===== src/rtl/afe_spi_responder.sv =====
// afe_spi_responder: SPI mode-0 responder with a 24-bit register file.
// SCLK, CS_N and MOSI are oversampled on i_clk. Frames are 8-bit address + 24-bit data.
//
// state      | meaning
// -----------+------------------------------------------------------------
// ST_IDLE    | CS high or frame not yet started; counters cleared
// ST_ADDR    | shifting in the 8 address bits
// ST_DATA    | shifting 24 data bits in (write) or out on MISO (read)
// ST_WAIT_CS | frame complete; SCLK ignored until CS rises
module afe_spi_responder #(
   parameter int NUM_REGS = 16
) (
   input  logic        i_clk,
   input  logic        i_rst,
   input  logic        i_sclk,
   input  logic        i_cs_n,
   input  logic        i_mosi,
   output logic        o_miso,
   output logic        o_miso_oe,
   output logic        o_wr_pulse,
   output logic [7:0]  o_wr_addr,
   output logic [23:0] o_wr_data,
   output logic        o_spi_read,
   output logic        o_frame_err,
   input  logic [7:0]  i_lcl_addr,
   output logic [23:0] o_lcl_data
);

   localparam int AW = (NUM_REGS > 1) ? $clog2(NUM_REGS) : 1;

   typedef enum logic [1:0] {ST_IDLE, ST_ADDR, ST_DATA, ST_WAIT_CS} state_t;

   state_t      state_q, state_d;

   logic        sclk_s1_q, sclk_s2_q, sclk_h_q;
   logic        cs_s1_q, cs_s2_q, cs_h_q;
   logic        mosi_s1_q, mosi_s2_q, mosi_h_q;
   logic        sclk_rise_q, sclk_fall_q, cs_rise_q, cs_fall_q;
   logic        vld1_q, vld2_q, armed_q;

   logic [5:0]  cnt_q;
   logic [22:0] sh_q;
   logic [23:0] tx_q;
   logic        oe_q;
   logic        rd_q;
   logic [7:0]  addr_q;
   logic [23:0] regs_q [NUM_REGS];
   logic        wr_pulse_q, frame_err_q;
   logic [7:0]  wr_addr_q;
   logic [23:0] wr_data_q;
   logic [23:0] lcl_data_q;

   logic        shift_rx, latch_addr, load_tx, shift_tx, do_wr, frame_err;
   logic [7:0]  addr_nxt;
   logic        rd_nxt;
   logic [23:0] wdata;

   function automatic logic in_range(input logic [7:0] a);
      return {24'd0, a} < 32'(NUM_REGS);
   endfunction

   assign addr_nxt = {sh_q[6:0], mosi_h_q};
   assign rd_nxt   = (addr_nxt != 8'h00) && regs_q[0][0];
   assign wdata    = {sh_q, mosi_h_q};

   // Synchronize SPI pins and register edge strobes. A CS fall is only honoured once CS
   // has been seen high after reset, so a frame cut by reset is ignored until CS cycles.
   always_ff @(posedge i_clk or posedge i_rst) begin
      if (i_rst) begin
         sclk_s1_q   <= 1'b0;
         sclk_s2_q   <= 1'b0;
         sclk_h_q    <= 1'b0;
         cs_s1_q     <= 1'b1;
         cs_s2_q     <= 1'b1;
         cs_h_q      <= 1'b1;
         mosi_s1_q   <= 1'b0;
         mosi_s2_q   <= 1'b0;
         mosi_h_q    <= 1'b0;
         sclk_rise_q <= 1'b0;
         sclk_fall_q <= 1'b0;
         cs_rise_q   <= 1'b0;
         cs_fall_q   <= 1'b0;
         vld1_q      <= 1'b0;
         vld2_q      <= 1'b0;
         armed_q     <= 1'b0;
      end else begin
         sclk_s1_q   <= i_sclk;
         sclk_s2_q   <= sclk_s1_q;
         sclk_h_q    <= sclk_s2_q;
         cs_s1_q     <= i_cs_n;
         cs_s2_q     <= cs_s1_q;
         cs_h_q      <= cs_s2_q;
         mosi_s1_q   <= i_mosi;
         mosi_s2_q   <= mosi_s1_q;
         mosi_h_q    <= mosi_s2_q;
         sclk_rise_q <= sclk_s2_q & ~sclk_h_q;
         sclk_fall_q <= ~sclk_s2_q & sclk_h_q;
         cs_rise_q   <= cs_s2_q & ~cs_h_q;
         cs_fall_q   <= armed_q & ~cs_s2_q & cs_h_q;
         vld1_q      <= 1'b1;
         vld2_q      <= vld1_q;
         armed_q     <= armed_q | (vld2_q & cs_s2_q);
      end
   end

   // FSM state register
   always_ff @(posedge i_clk or posedge i_rst) begin
      if (i_rst) state_q <= ST_IDLE;
      else       state_q <= state_d;
   end

   // Next-state and per-cycle datapath commands
   always_comb begin
      state_d    = state_q;
      shift_rx   = 1'b0;
      latch_addr = 1'b0;
      load_tx    = 1'b0;
      shift_tx   = 1'b0;
      do_wr      = 1'b0;
      frame_err  = 1'b0;
      unique case (state_q)
         ST_IDLE: begin
            if (cs_fall_q) state_d = ST_ADDR;
         end
         ST_ADDR: begin
            if (cs_rise_q) begin
               frame_err = 1'b1;
               state_d   = ST_IDLE;
            end else if (sclk_rise_q) begin
               shift_rx = 1'b1;
               if (cnt_q == 6'd7) begin
                  latch_addr = 1'b1;
                  state_d    = ST_DATA;
               end
            end
         end
         ST_DATA: begin
            if (cs_rise_q) begin
               frame_err = 1'b1;
               state_d   = ST_IDLE;
            end else begin
               if (sclk_rise_q) begin
                  shift_rx = 1'b1;
                  if (cnt_q == 6'd31) begin
                     do_wr   = !rd_q && in_range(addr_q);
                     state_d = ST_WAIT_CS;
                  end
               end
               if (sclk_fall_q && rd_q) begin
                  load_tx  = !oe_q;
                  shift_tx = oe_q;
               end
            end
         end
         ST_WAIT_CS: begin
            if (cs_rise_q) state_d = ST_IDLE;
         end
         default: state_d = ST_IDLE;
      endcase
   end

   // Shift registers, register file, write/abort strobes and local read port
   always_ff @(posedge i_clk or posedge i_rst) begin
      if (i_rst) begin
         cnt_q       <= '0;
         sh_q        <= '0;
         tx_q        <= '0;
         oe_q        <= 1'b0;
         rd_q        <= 1'b0;
         addr_q      <= '0;
         wr_pulse_q  <= 1'b0;
         frame_err_q <= 1'b0;
         wr_addr_q   <= '0;
         wr_data_q   <= '0;
         lcl_data_q  <= '0;
         for (int i = 0; i < NUM_REGS; i++) regs_q[i] <= '0;
      end else begin
         wr_pulse_q  <= do_wr;
         frame_err_q <= frame_err;
         lcl_data_q  <= in_range(i_lcl_addr) ? regs_q[i_lcl_addr[AW-1:0]] : '0;
         if (state_d == ST_IDLE) begin
            cnt_q <= '0;
            sh_q  <= '0;
            tx_q  <= '0;
            oe_q  <= 1'b0;
            rd_q  <= 1'b0;
         end else begin
            if (shift_rx) begin
               sh_q  <= {sh_q[21:0], mosi_h_q};
               cnt_q <= cnt_q + 6'd1;
            end
            if (latch_addr) begin
               addr_q <= addr_nxt;
               rd_q   <= rd_nxt;
            end
            if (load_tx) begin
               tx_q <= in_range(addr_q) ? regs_q[addr_q[AW-1:0]] : '0;
               oe_q <= 1'b1;
            end else if (shift_tx) begin
               tx_q <= {tx_q[22:0], 1'b0};
            end
         end
         if (do_wr) begin
            regs_q[addr_q[AW-1:0]] <= wdata;
            wr_addr_q              <= addr_q;
            wr_data_q              <= wdata;
         end
      end
   end

   assign o_miso      = oe_q & tx_q[23];
   assign o_miso_oe   = oe_q;
   assign o_wr_pulse  = wr_pulse_q;
   assign o_wr_addr   = wr_addr_q;
   assign o_wr_data   = wr_data_q;
   assign o_spi_read  = regs_q[0][0];
   assign o_frame_err = frame_err_q;
   assign o_lcl_data  = lcl_data_q;

endmodule


===== config.mk =====
export PLATFORM = sky130hd
export DESIGN_NAME = afe_spi_responder
export DESIGN_NICKNAME = d
export VERILOG_FILES = /design/src/rtl/afe_spi_responder.sv
export SDC_FILE = /design/constraint.sdc
export NUM_CORES = 1
export LEC_CHECK = 0
export ABC_CLOCK_PERIOD_IN_PS = 37200
export CORE_ASPECT_RATIO = 2
export CORE_MARGIN = 2
export CORE_UTILIZATION = 25
export DETAILED_ROUTE_END_ITERATION = 8
export GPL_TIMING_DRIVEN = 0
export PLACE_DENSITY = 0.35
export SLEW_MARGIN = 0
export SYNTH_ARGS = -nofsm -noshare
export SYNTH_HDL_FRONTEND = slang
export SYNTH_SLANG_ARGS = --single-unit

===== constraint.sdc =====
create_clock -name i_clk -period 37.2 [get_ports i_clk]
set_input_delay 9.3 -clock i_clk [delete_from_list [all_inputs] [get_ports i_clk]]
set_output_delay 9.3 -clock i_clk [all_outputs]
set_load 0.01 [all_outputs]

Word-level counts from Yosys, hierarchy flattened
Cells that the tools add are included.
{"block": "word_totals", "output_inout_bits": 61, "elab_cells": 135, "inputBits": 13, "ff_bits": 523}
{"block": "op_classes", "magnitude_cmp": 5, "eq_ne": 5, "add_sub_neg": 1, "bitwise_logic": 15, "muxes": 50, "n_reduce_logical": 15}
{"operator": "384-bit bitwise mux", "count": 1}
{"operator": "24-bit two-way mux", "count": 10}
{"operator": "24-bit binary-select mux with 4-bit select", "count": 2}
{"operator": "24-bit demux with 4-bit select", "count": 1}
{"operator": "23-bit two-way mux", "count": 2}
{"operator": "1-bit two-way mux", "count": 23}
{"operator": "8-bit by 5-bit < comparator with 1-bit output (second input constant)", "count": 2}
{"operator": "2-bit two-way mux", "count": 8}
{"operator": "6-bit two-way mux", "count": 2}
{"operator": "5-bit greater-or-equal comparator (second input constant)", "count": 2}
{"operator": "4-bit inverter with 5-bit output", "count": 2}
{"operator": "2-bit one-hot mux with 4 select lines", "count": 1}
{"operator": "8-bit nonzero test", "count": 1}
{"operator": "1-bit bitwise AND", "count": 7}
{"operator": "6-bit by 1-bit adder with 6-bit output (second input constant)", "count": 1}
{"operator": "6-bit by 3-bit == test with 1-bit output (second input constant)", "count": 1}
{"operator": "6-bit by 5-bit == test with 1-bit output (second input constant)", "count": 1}
{"operator": "2-bit nonzero test", "count": 3}
{"operator": "5-bit by 1-bit < comparator with 1-bit output (second input constant)", "count": 1}
{"operator": "1-bit inverter", "count": 5}
{"operator": "2-bit == test (second input constant)", "count": 2}
{"operator": "1-bit logical AND", "count": 4}
{"operator": "2-bit logical NOT", "count": 2}
{"operator": "3-bit nonzero test", "count": 1}
{"operator": "other kinds (5)", "count": 6}

Depth between registers and ports, before layout
Gate-level depths: netlist of the first run.
{"block": "logic_depth", "depth_word": 8, "mapped_depth": 9, "ltp_nobuf": 7}

Worst setup path after synthesis of the first run
No wires, ideal clock.
{"block": "synth_path", "path_type": "input to register", "from": "in i_lcl_addr[0]", "to": "reg lcl_data_q[10] (netlist: o_lcl_data[10])", "required_ns": 37.068, "slack_ns": 25.920, "cell_stages": 6, "t_arrival_ns": 11.147, "setup_ns": 0.132, "path_buffers": 3, "cell_sequence": "clkbuf_1 > buf_2 > buf_2 > mux4_2 > mux4_2 > nor2b_1"}
{"block": "synth_via", "elab_chain_len": 5, "elab_cells_between_ends": 6, "cone_classes": "order compare: 1; mux: 4; bitwise: 1"}
{"item": "start, declared", "line_no": "25", "source": "input logic [7:0] i_lcl_addr,"}
{"item": "4-bit inverter with 5-bit output (not written as such)", "line_no": "180", "source": "lcl_data_q <= in_range(i_lcl_addr) ? regs_q[i_lcl_addr[AW-1:0]] : '0;"}
{"item": "24-bit binary-select mux with 4-bit select", "line_no": "180"}
{"item": "24-bit two-way mux (not written as such) (2 in a row)", "line_no": "180"}
{"item": "24-bit two-way mux *", "line_no": "180"}
{"item": "end signal, assigned", "line_no": "180"}
{"item": "end, declared", "line_no": "51", "source": "logic [23:0] lcl_data_q;"}
Every way passes the cells marked *; elsewhere a longest branch is shown, timed or not. The select of a mux whose other input is x is not followed.
A chain may end at the register's enable or synchronous reset.

Worst setup path after layout of the first run
{"block": "layout_path", "from": "reg oe_q (netlist: o_miso_oe)", "to": "out o_miso"}
{"block": "layout_via", "elab_chain_len": 1}
{"item": "start, declared", "line_no": "44", "source": "logic oe_q;"}
{"item": "start signal, assigned", "line_no": "168", "source": "oe_q <= 1'b0;"}
{"item": "start signal, assigned", "line_no": "185", "source": "oe_q <= 1'b0;"}
{"item": "start signal, assigned", "line_no": "198", "source": "oe_q <= 1'b1;"}
{"item": "1-bit bitwise AND", "line_no": "211", "source": "assign o_miso = oe_q & tx_q[23];"}
{"item": "end, declared", "line_no": "18", "source": "output logic o_miso,"}
Every way passes these cells.

==> metrics.txt, run 1 <==
Avg WL per Cell=30.89 um; critical path type=reg -> out; TritonCTS clock tree=yes; Clock Skews=0.01886 ns; status=finished, final reports clean; largest net degree at the start of global routing=112; ratio of cells with drive above 1 in the final layout=41.59%; Max VDD drop=0.00003589 V; hold-critical path depth=0; main flop type after synthesis=dfrtp_1; synth warn=0; core area=0.1020 mm2; final hold vios=0; IO Count=74; cell depth of the worst flop-to-flop path=6; FF-to-FF setup slack=33.20 ns; DIE AREA=0.1054 mm2; drt total wl=100.3 mm; Hold Startpoint=sclk_s1_q; Syn Inst Count=1728; required time at the worst-slack endpoint=27.90 ns; initial antenna violation count=3; Chip Height=457.1 um; Initial Utilization=25.17%; P per Cell Area=40.49 mW/mm2; FF-to-FF End=regs_q[77]; Post-CTS Hold Buffers=0; CTS buffer count=56; clk root buf=clkbuf_16; GP Congestion=0.8195; Port Buffers=69; Synth Register Bits=523; via/cell ratio=4.932; Worst setup SP type=flip-flop; clk buf depth=3; Leakage=13.12 nW; H-tree depth=2; Hold Crit Endpoint=sclk_s2_q; clk_lat worst skew=0.67 ns; hpwl dp=70.67 mm; total power=1.217 mW; final setup TNS=0 ns; final setup vio count=0; max-cap viol count=0; DR pass1 iterations=5; chip width=230.6 um; via count=16010; post-synth design cell area=0.02566 mm2; vias in the first global route=17770; max-slew violations=0; critical path arrival=2.73 ns; unique cell type count in the Yosys netlist=49; Worst-Margin Slew=1.443 ns; global route overflow=0; Finished Layout Cells=3247; Post-synth EDFFs=0; GRT Util Overall=19.28%; nets=1878; first-pass GRT wire length=141.9 mm; async set-reset flop share out of synthesis=100.0%; # rows=166; CP max FO=10; placed cells=3146; register area share after synthesis=51.01%; Final Critical Period=12.03 ns; WHS=0.3475 ns; Critical Path Source=o_miso_oe; First DRT Iteration DRCs=926; cts repair resizes=0; clock-pin slew on the worst setup and hold paths=0.06 ns; Fill cells=10200; postcts setup bufs=0; Routed Antenna Nets=0; Sink Count=523; area delta synth->final=17.17%; Hold Path Class=reg -> reg; # DRC=0; max_slew headroom=3.822%; CP Capture Type=primary output; syn avg cell area=14.85 um2; RR Startpoint=addr_q[2]; fmax=83.10 MHz; Post-Synthesis Net Count=1746; final critical-path share of the clock period=32.35%; RSZ-0062 raised after global routing=no
## critical path, stage by stage, from the launching register on
cell             delay (ns)
dfrtp_1                0.43
clkbuf_1               0.42
clkbuf_1               0.41
and2_1                 0.27
clkdlybuf4s50_1        0.56
## per-stage QoR
step / setup WS (ns) / cell area [um2] / utilization [%]
global route: 25.02 / 30070 / 29.49
detailed placement: 24.64 / 28190 / 27.64
CTS: 25.14 / 30070 / 29.48
floorplan: 13.29 / 25660 / -
global placement: 5.293 / 28040 / 27.49
finish: 25.17 / 30070 / 29.49
## layout by cell type, fill, tap and decap left out, types with 3 or more instances in the layout
master,count
mux4_2,192
nor2b_1,35
a22oi_1,25
clkbuf_16,57
dfstp_2,3
dfrtp_1,520
ha_1,5
nand4_1,4
clkbuf_2,7
nand2_2,4
nor4_1,3
buf_2,26
mux2_2,444
nand2_1,63
and3b_1,4
bufinv_16,5
o22ai_1,23
mux2i_1,48
clkdlybuf4s50_1,69
clkbuf_8,14
clkinv_2,12
buf_16,4
buf_1,25
and2_1,4
nand3_1,3
xor2_1,3
clkbuf_1,118
nand4b_1,3
a21oi_1,75
a221oi_1,23
buf_6,8
nor2_1,37
inv_1,4
buf_4,4
## report_power, final
group | internal [mW] | total [mW] | switching (mW)
Clock | 0.342 | 0.602 | 0.260
Sequential | 0.570 | 0.571 | 0.000826
Combinational | 0.0100 | 0.0452 | 0.0351
Total | 0.922 | 1.22 | 0.296
## per-layer routing
metal | vias up | wire length, um | track usage, %
li1 | 6785 | - | -
met1 | 8706 | 35450 | 19.93
met2 | 337 | 56940 | 37.86
met3 | 183 | 2866 | 2.445
met4 | 2 | 5021 | 8.725
met5 | - | 9 | 0
## layout make-up
| class | instances | area (um2) | area share [%] |
|---|---|---|---|
| Multi-Input combinational cell | 1024 | 11810 | 39.27 |
| Timing Repair Buffer | 74 | 808.3 | 2.688 |
| Antenna cell | 1 | 2.502 | 0.008322 |
| Clock buffer | 82 | 1660 | 5.521 |
| Inverter | 5 | 26.28 | 0.08738 |
| Clock inverter | 18 | 219.0 | 0.7281 |
| Buffer | 176 | 773.2 | 2.571 |
| Tap cell | 1344 | 1682 | 5.592 |
| Sequential cell | 523 | 13090 | 43.53 |
## logic make-up after synthesis
family / count (synthesis) / share of synthesized area [%]
and+or+nand+nor: 175 / 3.549
DFF: 523 / 51.01
buffers and inverters: 181 / 3.037
muxes: 684 / 38.20
adders and majority gates: 5 / 0.2438
AOI/OAI and AO/OA: 154 / 3.773
xor gates and xnor gates: 5 / 0.1707
other: 1 / 0.01461
## worst max path at each step
stage / to / slack (ns) / depth (start not counted)
finish: o_miso / 25.17 / 4
global route: o_miso / 25.02 / 4
CTS: o_miso / 25.14 / 4
detailed placement: o_lcl_data[9] / 24.64 / 6
global placement: sclk_s1_q / 5.29 / 2
floorplan: addr_q[0] / 13.29 / 1
## synth_stat cells (2+ instances only)
library cell | number | area share [%]
mux4_2 | 192 | 17
nor4_1 | 4 | 0.097
nand4b_1 | 3 | 0.10
nand3_1 | 3 | 0.058
xor2_1 | 3 | 0.10
a221oi_1 | 23 | 0.78
and3b_1 | 4 | 0.14
a22oi_1 | 25 | 0.73
ha_1 | 5 | 0.24
nor2b_1 | 35 | 0.85
buf_4 | 3 | 0.088
nand2_1 | 63 | 0.92
dfrtp_1 | 520 | 51
a21oi_1 | 76 | 1.5
inv_1 | 5 | 0.073
dfstp_2 | 3 | 0.31
mux2i_1 | 48 | 1.9
nand2_2 | 4 | 0.097
buf_2 | 23 | 0.45
buf_6 | 8 | 0.35
clkbuf_1 | 114 | 1.7
o22ai_1 | 23 | 0.56
xnor2_1 | 2 | 0.068
a21o_1 | 2 | 0.058
and2_1 | 4 | 0.097
nor2_1 | 37 | 0.54
nand4_1 | 4 | 0.097
mux2_2 | 444 | 19
buf_1 | 28 | 0.41
## registers in the layout, summed over array words and instances (netlist names), 2 cells and up
register / flops
sh_q: 23
o_lcl_data: 24
addr_q: 8
cnt_q: 6
tx_q: 24
regs_q: 383
o_wr_data: 24
state_q: 2
o_wr_addr: 8
Note: power is estimated with default switching activity, not from simulation.
==> run 2, diff against run 1 <==
ABC_CLOCK_PERIOD_IN_PS = 12280   (was 37200)
clock period = 12.28 ns   (was 37.2 ns; I/O delays follow)
==> metrics.txt, run 2 (same netlist as run 1, synthesis figures left out) <==
final setup TNS=0 ns (unchanged); required time at the worst-slack endpoint=9.21 ns (-18.69 ns); final setup vio count=0 (unchanged); clk root buf=clkbuf_16; max_slew headroom=0.5877% (-3.2 points); commonest non-fill, non-tap cell in the layout=dfrtp_1; hpwl dp=71.70 mm (+1.5%); Leakage=13.22 nW (+0.73%); core area=0.1020 mm2 (unchanged); Chip Height=457.1 um (unchanged); max-slew violations=0 (unchanged); TritonCTS clock tree=yes; FF-to-FF End=regs_q[75]; CP max FO=10 (unchanged); postcts setup bufs=0 (unchanged); CP Capture Type=primary output; Clock Skews=0.01997 ns (+0.001102 ns); clk buf depth=3 (unchanged); clock-pin slew on the worst setup and hold paths=0.07 ns (about the same); P per Cell Area=122.5 mW/mm2 (+200%); Worst-Margin Slew=1.491 ns (+0.04851 ns); H-tree depth=2 (unchanged); First DRT Iteration DRCs=785 (-15%); initial antenna violation count=3 (unchanged); Core Util, Final=29.75% (+0.26 points); DR pass1 iterations=5 (unchanged); design area=0.03034 mm2 (+0.90%); Post-CTS Hold Buffers=0 (unchanged); Hold Path Class=reg -> reg; # DRC=0 (unchanged); # rows=166 (unchanged); worst slack at placement=5.929 ns (-18.71 ns); Largest register FFs=383 (unchanged); Worst setup SP type=flip-flop; critical path type=reg -> out; chip width=230.6 um (unchanged); total power=3.718 mW (+210%); RR Startpoint=addr_q[2]; Max VDD drop=0.00007727 V (+120%); cts repair resizes=0 (unchanged); GP Congestion=0.8137 (-0.71%); hold-critical path depth=0 (unchanged); fmax=173.5 MHz; WHS=0.3447 ns (-0.002857 ns); DIE AREA=0.1054 mm2 (unchanged); area post-placement=0.02840 mm2 (+0.76%); RSZ-0062 raised after global routing=no; nets=1891 (+0.69%); via count=16100 (+0.54%); first-pass GRT wire length=142.6 mm (+0.46%); Sink Count=523 (unchanged); GRT Util Overall=19.28% (about the same); global route overflow=0 (unchanged); placed cells=3159 (+0.41%); Initial Utilization=25.17% (unchanged); max-cap viol count=1 (+1); largest net degree at the start of global routing=41 (-63%); drt total wl=99.75 mm (-0.54%); Finished Layout Cells=3263 (+0.49%); vias in the first global route=17730 (-0.19%); failing checks=capacitance limit; FF-to-FF setup slack=8.12 ns (-25.08 ns); Routed Antenna Nets=0 (unchanged); critical path arrival=2.69 ns (-0.04 ns); slack of the critical path=6.516 ns (-18.65 ns); status=complete, but fails checks; via/cell ratio=4.934 (about the same); Final Critical Period=5.764 ns; most frequent cells in the layout=520 x dfrtp_1, 444 x mux2_2, 192 x mux4_2; area delta synth->final=18.22%; Hold Startpoint=sclk_s1_q; Avg WL per Cell=30.57 um (-1.0%); Port Buffers=69 (unchanged); final critical-path share of the clock period=46.94%; final hold vios=0 (unchanged); clk_lat worst skew=0.65 ns (-0.02 ns); IO Count=74 (unchanged); Largest Register=regs_q; ratio of cells with drive above 1 in the final layout=41.87% (+0.28 points); Hold Crit Endpoint=sclk_s2_q; cell depth of the worst flop-to-flop path=6 (unchanged); CTS buffer count=55 (-1.8%)
-- run 2: cell count changes in the layout (fill, tap and decap cells not counted) --
cell | previous run | this run
buf_8 | 0 | 3
buf_16 | 4 | 0
clkinv_4 | 0 | 1
buf_2 | 26 | 25
buf_1 | 25 | 26
inv_8 | 1 | 0
inv_6 | 1 | 0
clkbuf_1 | 118 | 121
buf_12 | 0 | 15
bufinv_16 | 5 | 7
clkinvlp_4 | 0 | 5
clkbuf_8 | 14 | 11
clkinv_2 | 12 | 8
-- run 2: where the power goes --
part / leakage [nW] / internal (mW) / switching [mW]
sequential: 7.27 / 1.73 / 0.00274
combinational: 5.02 / 0.0369 / 0.107
clock: 0.933 / 1.06 / 0.782
-- run 2: final cells by class --
type	count	area [um2]
Fill cell	10180	71640
Timing Repair Buffer	88	1044
Antenna cell	1	2.502
Clock buffer	82	1630
Buffer	176	772.0
Clock inverter	20	289.0
Sequential cell	523	13090
Multi-Input combinational cell	1024	11810
Tap cell	1344	1682
Inverter	5	22.52
-- run 2: layer usage --
layer	vias to the layer above	track usage, %	part of all wire [%]
li1	6793	-	-
met1	8828	20.24	36
met2	340	38.23	58
met3	135	2.208	2.6
met4	4	7.593	4.2
met5	-	0	0.017
-- run 2: how the worst max path moves through the flow --
stage / start / endpoint / slack [ns] / cells after the start
after detailed placement: i_lcl_addr[1] / o_lcl_data[9] / 5.93 / 6
after CTS: o_miso_oe / o_miso / 6.45 / 4
final: o_miso_oe / o_miso / 6.52 / 4
after global placement: i_rst / o_wr_data[0] / -2.21 / 2
after floorplan: i_rst / addr_q[0] / 2.11 / 1
after global routing: o_miso_oe / o_miso / 6.30 / 4
-- run 2: critical path, stage by stage (launching register included) --
cell and delay (ns):
dfrtp_1 0.41, clkbuf_1 0.39, clkbuf_1 0.40, and2_1 0.27, clkdlybuf4s50_1 0.56
==> RTL change 1: new RTL, config.mk and constraints of run 1 <==
`lcl_data_q` no longer has a reset.
--- a/src/rtl/afe_spi_responder.sv
+++ b/src/rtl/afe_spi_responder.sv
@@ -174,3 +174,2 @@
          wr_data_q   <= '0;
-         lcl_data_q  <= '0;
          for (int i = 0; i < NUM_REGS; i++) regs_q[i] <= '0;
@@ -179,3 +178,2 @@
          frame_err_q <= frame_err;
-         lcl_data_q  <= in_range(i_lcl_addr) ? regs_q[i_lcl_addr[AW-1:0]] : '0;
          if (state_d == ST_IDLE) begin
@@ -210,2 +208,6 @@
 
+   always_ff @(posedge i_clk) begin
+      lcl_data_q <= in_range(i_lcl_addr) ? regs_q[i_lcl_addr[AW-1:0]] : '0;
+   end
+
    assign o_miso      = oe_q & tx_q[23];
Behaviour: no difference found for any inputs over 10 cycles, from zero or initial values and one cycle with i_rst high; that may be too few to reach the edited logic, so the function may still have changed.
==> RTL change 1 against run 1 <==
Maximum frequency is 2.8% lower; largest cell class unchanged; worst setup slack worse by 0.35 ns; sequential cell count stayed put; first-iteration DRC count is 13% higher; cell area is 3.0% higher; wire length is 4.8% lower; global-route usage is 1.5 points lower; utilization is 0.14 points lower; area after synthesis is 3.3% higher; critical path type unchanged; critical path depth stayed put; power is 0.47% lower.
==> RTL change 1: results (changes against run 1) <==
outcome=complete, no violations (unchanged); worst-path fanout max=10 (unchanged); WP data arrival=3.08 ns (was 2.73 ns); most flop-heavy register=regs_q (unchanged); async set or reset register ratio after synthesis=0.9541 (was 1.000); Fin Clk Skew=0.02320 ns (was 0.01886 ns); Wirelength per Cell=28.62 µm (was 30.89 µm); Synth Warn #=0 (unchanged); Cells after DPL=3226 (was 3146); Post-Synth XOR/XNOR Area=0.001651 (was 0.001706); Placer Congestion=0.7585 (was 0.8195); Setup WS pre-CTS=24.42 ns (was 24.64 ns); crit-path max cell delay=0.60 ns (was 0.56 ns); diode count=0 (was 1); Mapped Cells=1784 (was 1728); LEAKAGE=13.72 nW (was 13.12 nW); Least-Margin Pin Slew=1.437 ns (was 1.443 ns); vias in the first global route=17160 (was 17770); Compound-Gate Fraction of Synth Area=0.03506 (was 0.03773); Synth cell types=55 (was 49); max reg flops=383 (unchanged); Slowest-stage cell, CP=clkbuf_1 (was clkdlybuf4s50_1); Post-DP Area=29050 µm² (was 28190 µm²); 1st-iter DRT viols=1048 (was 926); post-synthesis mux area share=0.3823 (was 0.3820); Clock Tree Buf Depth=3 (unchanged); register area share after synthesis=0.4892 (was 0.5101); peak supply drop=0.03111 mV (was 0.03589 mV); largest cells by area after synthesis=dfrtp_1, mux4_2, mux2_4 (was dfrtp_1, mux2_2, mux4_2); initial antenna violation count=0 (was 3); share of cells above drive strength 1=0.3960 (was 0.4159); RR Endpoint=tx_q[6] (was regs_q[77]); Synth Area in Adders=0.002359 (was 0.002438); largest net degree at the start of global routing=115 (was 112); R2R Setup Slk=33.46 ns (was 33.20 ns); PwrDens=39.14 nW/µm² (was 40.49 nW/µm²); Total Wirelength=95.44 mm (was 100.3 mm); Final nets=1936 (was 1878); hpwl dp=63.34 mm (was 70.67 mm); Clock transition at path regs=0.06 ns (about the same); r2r worst-path depth=7 (was 6); TritonCTS buffer count=58 (was 56); worst reg2reg startpoint=state_q[0] (was addr_q[2]); Post-synth top cells=dfrtp_1, mux2_2, mux4_2 (unchanged); fmax=0.08074 GHz (was 0.08310 GHz); total track usage=0.1778 (was 0.1928); first-pass GRT wire length=135.8 mm (was 141.9 mm); vias=15830 (was 16010)
==> RTL change 1: cell count changes in the layout (fill, tap and decap cells not counted), sizes merged, moves of 23 or more <==
cell   change
a21oi     -47
dfrtp     -24
dfxtp     +24
mux2      -52
nand2     +68
o21a      +23
o22ai     -23
or2       +23
==> RTL change 1: worst register-to-register path, stage by stage, from the launching register on <==
cell	delay [ns]
dfrtp_1	0.44
inv_1	0.11
ha_1	0.25
nand4b_1	0.67
nor4_2	0.92
clkbuf_1	0.76
a221oi_1	0.20
a211oi_1	0.29
==> RTL change 1: cell families after synthesis <==
family	count (synthesis)
simple gates	279
compound gates	130
xor+xnor	5
fa+ha+maj	5
mux	655
buf+inv	186
other cells	1
flops	523
==> RTL change 1: final cells by class <==
cell class                 instances  area [µm²]
inverter                           8       42.54
fill                           10600       74550
timing repair buffer              74       815.8
multi-input combinational       1075       12650
tap                             1368        1712
clock buffer                      97        1789
sequential                       523       12970
buffer                           178       869.6
clock inverter                    12       113.9
==> RTL change 1: worst min-delay path by stage <==
stage	from	to	slack, ns	cells after the start
after global placement	vld1_q	vld2_q	0.33	0
after floorplan	mosi_s2_q	mosi_h_q	0.33	0
final	mosi_s2_q	mosi_h_q	0.35	0
after global routing	sclk_s1_q	sclk_s2_q	0.36	0
after CTS	vld1_q	vld2_q	0.35	0
after detailed placement	vld1_q	vld2_q	0.34	0
==> RTL change 1: routing by layer <==
metal  global-route usage  vias up  share of wire
met1               0.2442     8556           0.46
met3              0.02429       99          0.031
li1                     -     6899              -
met4              0.04298        0          0.022
met2               0.2946      279           0.49
met5                    0        -              0
==> RTL change 1: power breakdown <==
| group | total [mW] | internal [mW] | switching, mW |
|---|---|---|---|
| Combinational | 0.0442 | 0.00991 | 0.0343 |
| Sequential | 0.570 | 0.570 | 0.000823 |
| Clock | 0.597 | 0.339 | 0.258 |
==> RTL change 2: new RTL, config.mk and constraints of run 1 <==
Made on the original files. Change the parameter `NUM_REGS` from 16 to 8.
--- a/src/rtl/afe_spi_responder.sv
+++ b/src/rtl/afe_spi_responder.sv
@@ -10,3 +10,3 @@
 module afe_spi_responder #(
-   parameter int NUM_REGS = 16
+   parameter int NUM_REGS = 8
 ) (
Function: no difference found for any inputs over 10 cycles, from zero or initial values and one cycle with i_rst high; that may be too few to reach the edited logic, so the function may still have changed.
==> RTL change 2 against run 1 <==
Sequential cell count is 192 lower; area after synthesis is 40% lower; cell area is 39% lower; utilization is 0.58 points higher; first-iteration DRC count is 47% lower; synthesized cell count is 34% lower; wire length is 48% lower; critical path depth stayed put; worst setup slack worse by 0.055 ns; power is 37% lower; clock power is 40% lower; largest cell class unchanged.
==> RTL change 2: results (changes against run 1) <==
outcome=complete, no violations (unchanged); Seq group=0.363 mW (was 0.571 mW); peak supply drop=0.02472 mV (was 0.03589 mV); final setup margin=25.11 ns (was 25.17 ns); Post-DP Area=17150 µm² (was 28190 µm²); Least-Margin Pin Slew=1.311 ns (was 1.443 ns); Comb pwr share=0.060 (was 0.037); Met1 Wirelength=20.20 mm (was 35.45 mm); share of power burned in registers=0.472 (was 0.469); Non-Clock Buffer Area Fraction=0.06734 (was 0.05259); TritonCTS buffer count=35 (was 56); share of cells above drive strength 1=0.3089 (was 0.4159); Total Wirelength=51.94 mm (was 100.3 mm); Synth Area in Adders=0.004062 (was 0.002438); first-pass GRT wire length=77.27 mm (was 141.9 mm); clk sinks=331 (was 523); Placer Congestion=0.7355 (was 0.8195); WL met2=29.14 mm (was 56.94 mm); Top Layer Used=met4 (was met5); diode count=0 (was 1); well-tap cell count=780 (was 1344); Buffers on Ports=71 (was 69); met3 WL=1.287 mm (was 2.866 mm); hpwl dp=35.24 mm (was 70.67 mm); R2R Setup Slk=33.71 ns (was 33.20 ns); Int Pwr=0.5767 mW (was 0.9218 mW); Compound-Gate Fraction of Synth Area=0.03502 (was 0.03773); post-synthesis mux area share=0.3185 (was 0.3820); 1st-iter DRT viols=487 (was 926); bufs w/o clock=174 (was 250); Mapped Avg Cell Area=13.58 µm² (was 14.85 µm²); max reg flops=191 (was 383); total track usage=0.1654 (was 0.1928); largest cells by area after synthesis=dfrtp_1, mux2_2, mux4_2 (unchanged); inverter count=4 (was 5); multi-input logic area=6649 µm² (was 11810 µm²); Worst-Skew Late Latency=0.55 ns (was 0.67 ns); fraction of area in multi-input gates=0.3633 (was 0.3927); register area share after synthesis=0.5381 (was 0.5101); Vias/cell=4.741 (was 4.932); non-filler cells, final=2049 (was 3247); Min Hold Slack=0.3478 ns (was 0.3475 ns); worst reg2reg startpoint=cnt_q[0] (was addr_q[2]); initial antenna violation count=1 (was 3); largest net degree at the start of global routing=121 (was 112); Pre-antenna DRT Iters=4 (was 5); Synth cell types=47 (was 49); syn_nets=1152 (was 1746); multi-input gates=699 (was 1024); fill cell count=6172 (was 10200); Storage cell area=8287 µm² (was 13090 µm²); LEAKAGE=8.103 nW (was 13.12 nW); clk tree area frac=0.06201 (was 0.06249); Final nets=1263 (was 1878); Fin Clk Skew=0.01795 ns (was 0.01886 ns); Post-Synth XOR/XNOR Area=0.002843 (was 0.001706); clkbuf count=48 (was 82)
==> RTL change 2: cell count changes after synthesis, moves of 23 or more <==
cell	delta
clkbuf_1	-56
nor2b_1	-32
a221oi_1	-23
o21ai_0	+48
mux2_2	-245
nor2_1	+28
o22ai_1	-23
a21oi_1	-26
mux4_2	-96
a22oi_1	-25
nand2_1	+73
dfrtp_1	-192
==> RTL change 2: worst min path at each step <==
stage              start  cells past startpoint   endpoint
2_1_floorplan  mosi_s2_q                      0   mosi_h_q
3_3_place_gp   sclk_s1_q                      0  sclk_s2_q
3_5_place_dp   sclk_s1_q                      0  sclk_s2_q
4_1_cts        sclk_s1_q                      0  sclk_s2_q
5_1_grt        sclk_s1_q                      0  sclk_s2_q
6_report       sclk_s1_q                      0  sclk_s2_q
==> RTL change 2: metal layers <==
metal / global-route usage / vias to the layer above
li1: - / 4294
met1: 0.1903 / 5184
met4: 0.05041 / 0
met2: 0.3192 / 174
met5: 0 / -
met3: 0.01627 / 63
